===== src/rtl/ecc_scrub_pkg.sv =====
// Shared types and width constants for the ECC scrub scheduler slice.
package ecc_scrub_pkg;

  typedef enum logic [1:0] {
    ST_IDLE  = 2'd0,
    ST_COUNT = 2'd1,
    ST_TRIG  = 2'd2,
    ST_WAIT  = 2'd3
  } scrub_state_e;

  localparam int unsigned DefaultIntervalWidth = 16;
  localparam int unsigned DefaultCntWidth      = 16;
  localparam int unsigned DefaultTimeout       = 64;

endpackage


===== src/rtl/ecc_sat_counter.sv =====
// Saturating up-counter with synchronous clear taking priority over increment.
module ecc_sat_counter
  import ecc_scrub_pkg::*;
#(
  parameter int unsigned Width = DefaultCntWidth
) (
  input  logic             clk_i,
  input  logic             rst_ni,
  input  logic             inc,
  input  logic             clr,
  output logic [Width-1:0] cnt
);

  logic [Width-1:0] cnt_r;

  // count register: clear wins, increment stops at all-ones
  always_ff @(posedge clk_i or negedge rst_ni) begin
    if (!rst_ni) begin
      cnt_r <= '0;
    end else if (clr) begin
      cnt_r <= '0;
    end else if (inc && (cnt_r != {Width{1'b1}})) begin
      cnt_r <= cnt_r + Width'(1'b1);
    end else begin
      cnt_r <= cnt_r;
    end
  end

  assign cnt = cnt_r;

endmodule


===== src/rtl/ecc_scrub_scheduler.sv =====
// Paces scrub requests, tracks scrub address/passes, counts ECC errors.
// Optional macro ECC_SCRUB_ERR_ADDR_EN adds first-uncorrectable-address capture.
module ecc_scrub_scheduler
  import ecc_scrub_pkg::*;
#(
  parameter int unsigned DataDepth     = 2048,
  parameter int unsigned IntervalWidth = DefaultIntervalWidth,
  parameter int unsigned CntWidth      = DefaultCntWidth,
  parameter int unsigned TimeoutCycles = DefaultTimeout,
  localparam int unsigned AddrWidth    = $clog2(DataDepth)
) (
  input  logic                     clk_i,
  input  logic                     rst_ni,
  input  logic                     enable_i,
  input  logic [IntervalWidth-1:0] interval_i,
  input  logic                     clear_i,
  output logic                     scrub_trigger_o,
  input  logic                     scrub_step_i,
  input  logic                     tag_corr_i,
  input  logic                     tag_unc_i,
  input  logic                     data_corr_i,
  input  logic                     data_unc_i,
  output logic [CntWidth-1:0]      tag_corr_cnt_o,
  output logic [CntWidth-1:0]      tag_unc_cnt_o,
  output logic [CntWidth-1:0]      data_corr_cnt_o,
  output logic [CntWidth-1:0]      data_unc_cnt_o,
  output logic [CntWidth-1:0]      pass_cnt_o,
  output logic                     pass_done_o,
  output logic [AddrWidth-1:0]     cur_addr_o,
  output logic                     stall_o,
  output logic                     irq_o
`ifdef ECC_SCRUB_ERR_ADDR_EN
  ,
  output logic [AddrWidth-1:0]     err_addr_o,
  output logic                     err_addr_valid_o
`endif
);

  localparam int unsigned WdWidth = $clog2(TimeoutCycles + 1);

  scrub_state_e           state_r, state_s;
  logic [IntervalWidth-1:0] icnt_r, icnt_s;
  logic [WdWidth-1:0]     wd_r, wd_s;
  logic                   timeout_s;
  scrub_state_e           resume_s;
  logic                   trig_r;
  logic [AddrWidth-1:0]   addr_r;
  logic                   wrap_s;
  logic                   pass_done_r;
  logic                   stall_r;
  logic                   irq_r;

  assign resume_s = enable_i ? ST_COUNT : ST_IDLE;

  // next-state, interval counter and watchdog
  always_comb begin
    state_s   = state_r;
    icnt_s    = icnt_r;
    wd_s      = wd_r;
    timeout_s = 1'b0;
    case (state_r)
      ST_IDLE: begin
        icnt_s = '0;
        if (enable_i) begin
          state_s = ST_COUNT;
        end else begin
          state_s = ST_IDLE;
        end
      end
      ST_COUNT: begin
        if (!enable_i) begin
          state_s = ST_IDLE;
          icnt_s  = '0;
        end else if (icnt_r == interval_i) begin
          state_s = ST_TRIG;
          icnt_s  = '0;
        end else begin
          icnt_s = icnt_r + IntervalWidth'(1'b1);
        end
      end
      ST_TRIG: begin
        state_s = ST_WAIT;
        wd_s    = '0;
      end
      ST_WAIT: begin
        // a step landing on the final watchdog cycle still counts as on time
        if (scrub_step_i) begin
          state_s = resume_s;
          wd_s    = '0;
        end else if (wd_r == WdWidth'(TimeoutCycles - 1)) begin
          state_s   = resume_s;
          wd_s      = '0;
          timeout_s = 1'b1;
        end else begin
          wd_s = wd_r + WdWidth'(1'b1);
        end
      end
      default: begin
        state_s = ST_IDLE;
        icnt_s  = '0;
        wd_s    = '0;
      end
    endcase
  end

  // FSM registers; trigger is registered from the next-state decode
  always_ff @(posedge clk_i or negedge rst_ni) begin
    if (!rst_ni) begin
      state_r <= ST_IDLE;
      icnt_r  <= '0;
      wd_r    <= '0;
      trig_r  <= 1'b0;
    end else begin
      state_r <= state_s;
      icnt_r  <= icnt_s;
      wd_r    <= wd_s;
      trig_r  <= (state_s == ST_TRIG);
    end
  end

  assign wrap_s = scrub_step_i && (addr_r == AddrWidth'(DataDepth - 1));

  // scrub address and pass-completion pulse, independent of FSM state
  always_ff @(posedge clk_i or negedge rst_ni) begin
    if (!rst_ni) begin
      addr_r      <= '0;
      pass_done_r <= 1'b0;
    end else begin
      pass_done_r <= wrap_s;
      if (wrap_s) begin
        addr_r <= '0;
      end else if (scrub_step_i) begin
        addr_r <= addr_r + AddrWidth'(1'b1);
      end else begin
        addr_r <= addr_r;
      end
    end
  end

  // sticky stall and interrupt flags; clear wins over a same-cycle set
  always_ff @(posedge clk_i or negedge rst_ni) begin
    if (!rst_ni) begin
      stall_r <= 1'b0;
      irq_r   <= 1'b0;
    end else if (clear_i) begin
      stall_r <= 1'b0;
      irq_r   <= 1'b0;
    end else begin
      stall_r <= stall_r | timeout_s;
      irq_r   <= irq_r | (scrub_step_i & (tag_unc_i | data_unc_i));
    end
  end

  ecc_sat_counter #(.Width(CntWidth)) u_tag_corr_cnt (
    .clk_i(clk_i), .rst_ni(rst_ni), .inc(scrub_step_i & tag_corr_i),
    .clr(clear_i), .cnt(tag_corr_cnt_o));
  ecc_sat_counter #(.Width(CntWidth)) u_tag_unc_cnt (
    .clk_i(clk_i), .rst_ni(rst_ni), .inc(scrub_step_i & tag_unc_i),
    .clr(clear_i), .cnt(tag_unc_cnt_o));
  ecc_sat_counter #(.Width(CntWidth)) u_data_corr_cnt (
    .clk_i(clk_i), .rst_ni(rst_ni), .inc(scrub_step_i & data_corr_i),
    .clr(clear_i), .cnt(data_corr_cnt_o));
  ecc_sat_counter #(.Width(CntWidth)) u_data_unc_cnt (
    .clk_i(clk_i), .rst_ni(rst_ni), .inc(scrub_step_i & data_unc_i),
    .clr(clear_i), .cnt(data_unc_cnt_o));
  ecc_sat_counter #(.Width(CntWidth)) u_pass_cnt (
    .clk_i(clk_i), .rst_ni(rst_ni), .inc(wrap_s),
    .clr(clear_i), .cnt(pass_cnt_o));

`ifdef ECC_SCRUB_ERR_ADDR_EN
  logic [AddrWidth-1:0] err_addr_r;
  logic                 err_valid_r;

  // latch the address of the first uncorrectable data error only
  always_ff @(posedge clk_i or negedge rst_ni) begin
    if (!rst_ni) begin
      err_addr_r  <= '0;
      err_valid_r <= 1'b0;
    end else if (clear_i) begin
      err_addr_r  <= '0;
      err_valid_r <= 1'b0;
    end else if (scrub_step_i && data_unc_i && !err_valid_r) begin
      err_addr_r  <= addr_r;
      err_valid_r <= 1'b1;
    end else begin
      err_addr_r  <= err_addr_r;
      err_valid_r <= err_valid_r;
    end
  end

  assign err_addr_o       = err_addr_r;
  assign err_addr_valid_o = err_valid_r;
`endif

  assign scrub_trigger_o = trig_r;
  assign pass_done_o     = pass_done_r;
  assign cur_addr_o      = addr_r;
  assign stall_o         = stall_r;
  assign irq_o           = irq_r;

endmodule


===== config.mk =====
export PLATFORM = sky130hd
export DESIGN_NAME = ecc_scrub_scheduler
export DESIGN_NICKNAME = d
export VERILOG_FILES = /design/src/rtl/ecc_scrub_pkg.sv /design/src/rtl/ecc_sat_counter.sv /design/src/rtl/ecc_scrub_scheduler.sv
export SDC_FILE = /design/constraint.sdc
export NUM_CORES = 1
export LEC_CHECK = 0
export BUFFER_PORTS_ARGS = -buffer_cell sky130_fd_sc_hd__buf_2
export CORE_ASPECT_RATIO = 0.7
export CORE_MARGIN = 2
export CORE_UTILIZATION = 53
export CTS_CLUSTER_DIAMETER = 120
export DETAILED_ROUTE_END_ITERATION = 12
export MAX_ROUTING_LAYER = met4
export PLACE_DENSITY = 0.78
export SLEW_MARGIN = 10
export SYNTH_ARGS = -nofsm -noshare
export SYNTH_HDL_FRONTEND = slang
export SYNTH_SLANG_ARGS = --single-unit

===== constraint.sdc =====
create_clock -name clk_i -period 4.1 [get_ports clk_i]
set_input_delay 0 -clock clk_i [delete_from_list [all_inputs] [get_ports clk_i]]
set_output_delay 0 -clock clk_i [all_outputs]
set_load 0.05 [all_outputs]

==> flow_summary.json <==
{
  "rrSetupSlack_ns": 1.36,
  "layout.nets": 823,
  "drtAntennaViolNets": 0,
  "synth-edff-count": 0,
  "synth.distinct_cells": 52,
  "finClkSkew_ns": 0.006151,
  "synth_seq_cells": 120,
  "grtUsageTotal_pct": 25.46,
  "min-delay-start": "data_unc_i",
  "leakage_nw": 3.587,
  "r2r-end": "u_pass_cnt.cnt[15]$_DFFE_PN0P_",
  "synth_area_mm2": 0.006376,
  "max_stage_delay_ns": 1.02,
  "clk_pin_slew_worst_paths_ns": 0.06,
  "critPathBufInv": 0,
  "syn_inst": 671,
  "status": "complete, no violations",
  "cap_violations": 0,
  "port-buffer-count": 119,
  "ioPinCount": 120,
  "arrival_ns": 3.05,
  "post-route-util_pct": 65.86,
  "final_max_slew_viol_count": 0,
  "first_pass_iters": 5,
  "path_cells": "ha_1 > nand4_2 > nor4_4 > nand2_1 > or3_1 > a21oi_1",
  "cts_tree": "yes",
  "crit_path_top_delay_cell": "nor4_4",
  "min_to": "irq_o$_DFF_PN0_",
  "path_class": "register to register",
  "required_ns": 4.42,
  "min_period_over_period_pct": 66.79,
  "grt_max_degree": 83,
  "dieArea_mm2": 0.01294,
  "max_slew_margin_pct": 25.23,
  "r2r-start": "cur_addr_o[0]$_DFFE_PN0P_",
  "finalInstanceArea_mm2": 0.007722,
  "synth_warnings": 0,
  "setup_viol": 0,
  "grt_pass1_vias": 5047,
  "hold_path.class": "input port to register",
  "chipHeight_um": 95.77,
  "postSynthAreaPerCell_um2": 9.502,
  "core_area_mm2": 0.01173,
  "cts_buffer_depth": 2,
  "start_kind": "register",
  "post_cts_buffers": 0,
  "max_freq_mhz": 365.2,
  "vias_per_cell": 5.804,
  "num_vias": 5572,
  "wl_mm": 15.62,
  "drive_above_1_share_pct": 20.55,
  "power_density_mw_per_mm2": 396.2,
  "end_kind": "register",
  "dp.cells": 924,
  "area_growth_pct": 21.11,
  "cts_sinks": 120,
  "yosysSeqAreaShare_pct": 47.10,
  "drcViolationCount": 0,
  "initialDrtViolationCount": 498,
  "ir_drop_uv": 300.7,
  "period_minus_slack_ns": 2.738,
  "overflow": 0,
  "async_flop_share_pct": 100.0,
  "path_max_fanout": 22,
  "antenna_found_initial": 0,
  "cts_root_buf": "clkbuf_16",
  "antenna_cells": 0,
  "cts_made_buffers": 17,
  "tns_ns": 0,
  "finalHoldViolCount": 0,
  "h-tree-depth": 4,
  "worst_pin_slew_ns": 1.113,
  "holdWs_ns": 0.02288,
  "die_w_um": 135.1,
  "rsz0062_at_grt": "no",
  "wl_per_cell_um": 16.27,
  "cts_hold_buf": 4,
  "initial_core_util_pct": 54.37,
  "cts_resized": 0,
  "place_area_mm2": 0.007084,
  "reg2reg_depth": 6,
  "clk_latency_ns": 0.40,
  "synthFlopType": "dfrtp_1",
  "instances_no_fill": 960,
  "critPathTopFamily": "simple AND/OR/NAND/NOR gates",
  "grt_pass1_wl_mm": 25.22,
  "hold-path-cell-count": 3,
  "hpwlAfterDp_mm": 10.63,
  "gp_routability_congestion": 0.8954,
  "core.rowCount": 33,
  "syn_nets": 704
}
-- synth_stat cells (5+ instances only) --
cell | n | area share (%)
a211oi_1 | 6 | 0.71
a21o_1 | 5 | 0.59
a21oi_1 | 23 | 1.8
a31oi_1 | 6 | 0.59
and2_1 | 5 | 0.49
and3_1 | 15 | 1.5
and4_1 | 11 | 1.5
buf_2 | 6 | 0.47
clkbuf_1 | 18 | 1.1
dfrtp_1 | 120 | 47
ha_1 | 8 | 1.6
inv_1 | 10 | 0.59
nand2_1 | 51 | 3.0
nand3_1 | 45 | 3.5
nand4_1 | 30 | 2.9
nor2_1 | 98 | 5.8
nor3_1 | 13 | 1.0
nor4_1 | 9 | 0.88
o211ai_1 | 5 | 0.59
o21ai_0 | 20 | 1.6
or3_1 | 10 | 0.98
xnor2_1 | 28 | 3.8
xor2_1 | 66 | 9.1
-- stage by stage --
| stage | setup WS, ns | total power [mW] |
|---|---|---|
| after floorplan | 1.980 | 1.468 |
| after global placement | 1.590 | 1.560 |
| after detailed placement | 1.446 | 1.569 |
| after CTS | 1.399 | 3.081 |
| after global routing | 1.160 | 3.172 |
| final | 1.362 | 3.059 |
-- routing by layer --
metal | track usage (%) | vias up | share of wire (%)
li1 | - | 2638 | -
met2 | 38.20 | 202 | 46
met1 | 35.35 | 2710 | 46
met3 | 5.687 | 22 | 6.9
met5 | - | - | 0
met4 | 6.771 | 0 | 1.0
-- kinds of logic (layout without fill, tap and decap cells) --
logic type	count (synthesis)	after routing	synth area share (%)
AOI/OAI and AO/OA	92	92	9.263
xor gates and xnor gates	94	94	12.91
adders and majority gates	8	8	1.570
buffers and inverters	36	168	2.296
DFF	120	120	47.10
muxes	3	3	0.4710
and+or+nand+nor	318	318	26.39
-- how the worst max path moves through the flow --
stage	depth (start not counted)	start	endpoint	slack [ns]
after global placement	6	cur_addr_o[0]$_DFFE_PN0P_	u_pass_cnt.cnt[15]$_DFFE_PN0P_	1.59
after global routing	6	cur_addr_o[1]$_DFFE_PN0P_	u_pass_cnt.cnt[15]$_DFFE_PN0P_	1.16
after floorplan	6	cur_addr_o[1]$_DFFE_PN0P_	u_pass_cnt.cnt[15]$_DFFE_PN0P_	1.98
final	6	cur_addr_o[0]$_DFFE_PN0P_	u_pass_cnt.cnt[15]$_DFFE_PN0P_	1.36
after detailed placement	6	cur_addr_o[1]$_DFFE_PN0P_	u_pass_cnt.cnt[15]$_DFFE_PN0P_	1.45
after CTS	6	cur_addr_o[1]$_DFFE_PN0P_	u_pass_cnt.cnt[15]$_DFFE_PN0P_	1.40
-- placed cells by master (no fill, tap or decap), types with 4 or more instances in the layout --
master / n
a31oi_1: 6
o31ai_1: 4
xor2_1: 66
clkinv_2: 4
dlygate4sd3_1: 4
inv_1: 10
nand3_1: 45
xnor2_1: 28
or3_1: 10
o22ai_1: 4
nand4b_1: 4
a21o_1: 5
o2bb2ai_1: 4
and4_1: 11
and2_1: 5
dfrtp_1: 120
a21oi_1: 23
nor4_1: 9
buf_4: 4
buf_2: 118
nand4_1: 30
clkbuf_16: 17
o211ai_1: 5
a211oi_1: 6
nor3_1: 13
or4_1: 4
nand2_1: 51
ha_1: 8
nor2_1: 98
and3_1: 15
o21ai_0: 20
-- registers in the layout, indices dropped and copies added (netlist names), 7 cells and up --
signal,flops
cur_addr_o,11
u_data_corr_cnt.cnt,16
wd_r,7
icnt_r,16
u_tag_unc_cnt.cnt,16
u_data_unc_cnt.cnt,16
u_pass_cnt.cnt,16
u_tag_corr_cnt.cnt,16
-- worst reg2reg max path, stage by stage, from the launching register on --
cell and delay (ns):
dfrtp_1 0.38, ha_1 0.22, nand4_2 0.19, nor4_4 1.02, nand2_1 0.26, or3_1 0.43, a21oi_1 0.16
-- area by class of cell --
| cell class | count | area [um^2] |
|---|---|---|
| fillers | 942 | 4004 |
| multi-input cells | 515 | 3227 |
| flip-flops and latches | 120 | 3003 |
| repair buffers | 126 | 660.6 |
| clock buffers | 20 | 446.7 |
| well taps | 157 | 196.4 |
| clock inverters | 12 | 151.4 |
| inverters | 10 | 37.54 |
-- report_power, final --
group	switching [mW]	leakage (nW)	internal [mW]
clock	0.533	0.290	0.970
sequential	0.0439	1.65	1.22
combinational	0.222	1.64	0.0732
total	0.799	3.59	2.26
(Power assumes the default switching activity.)
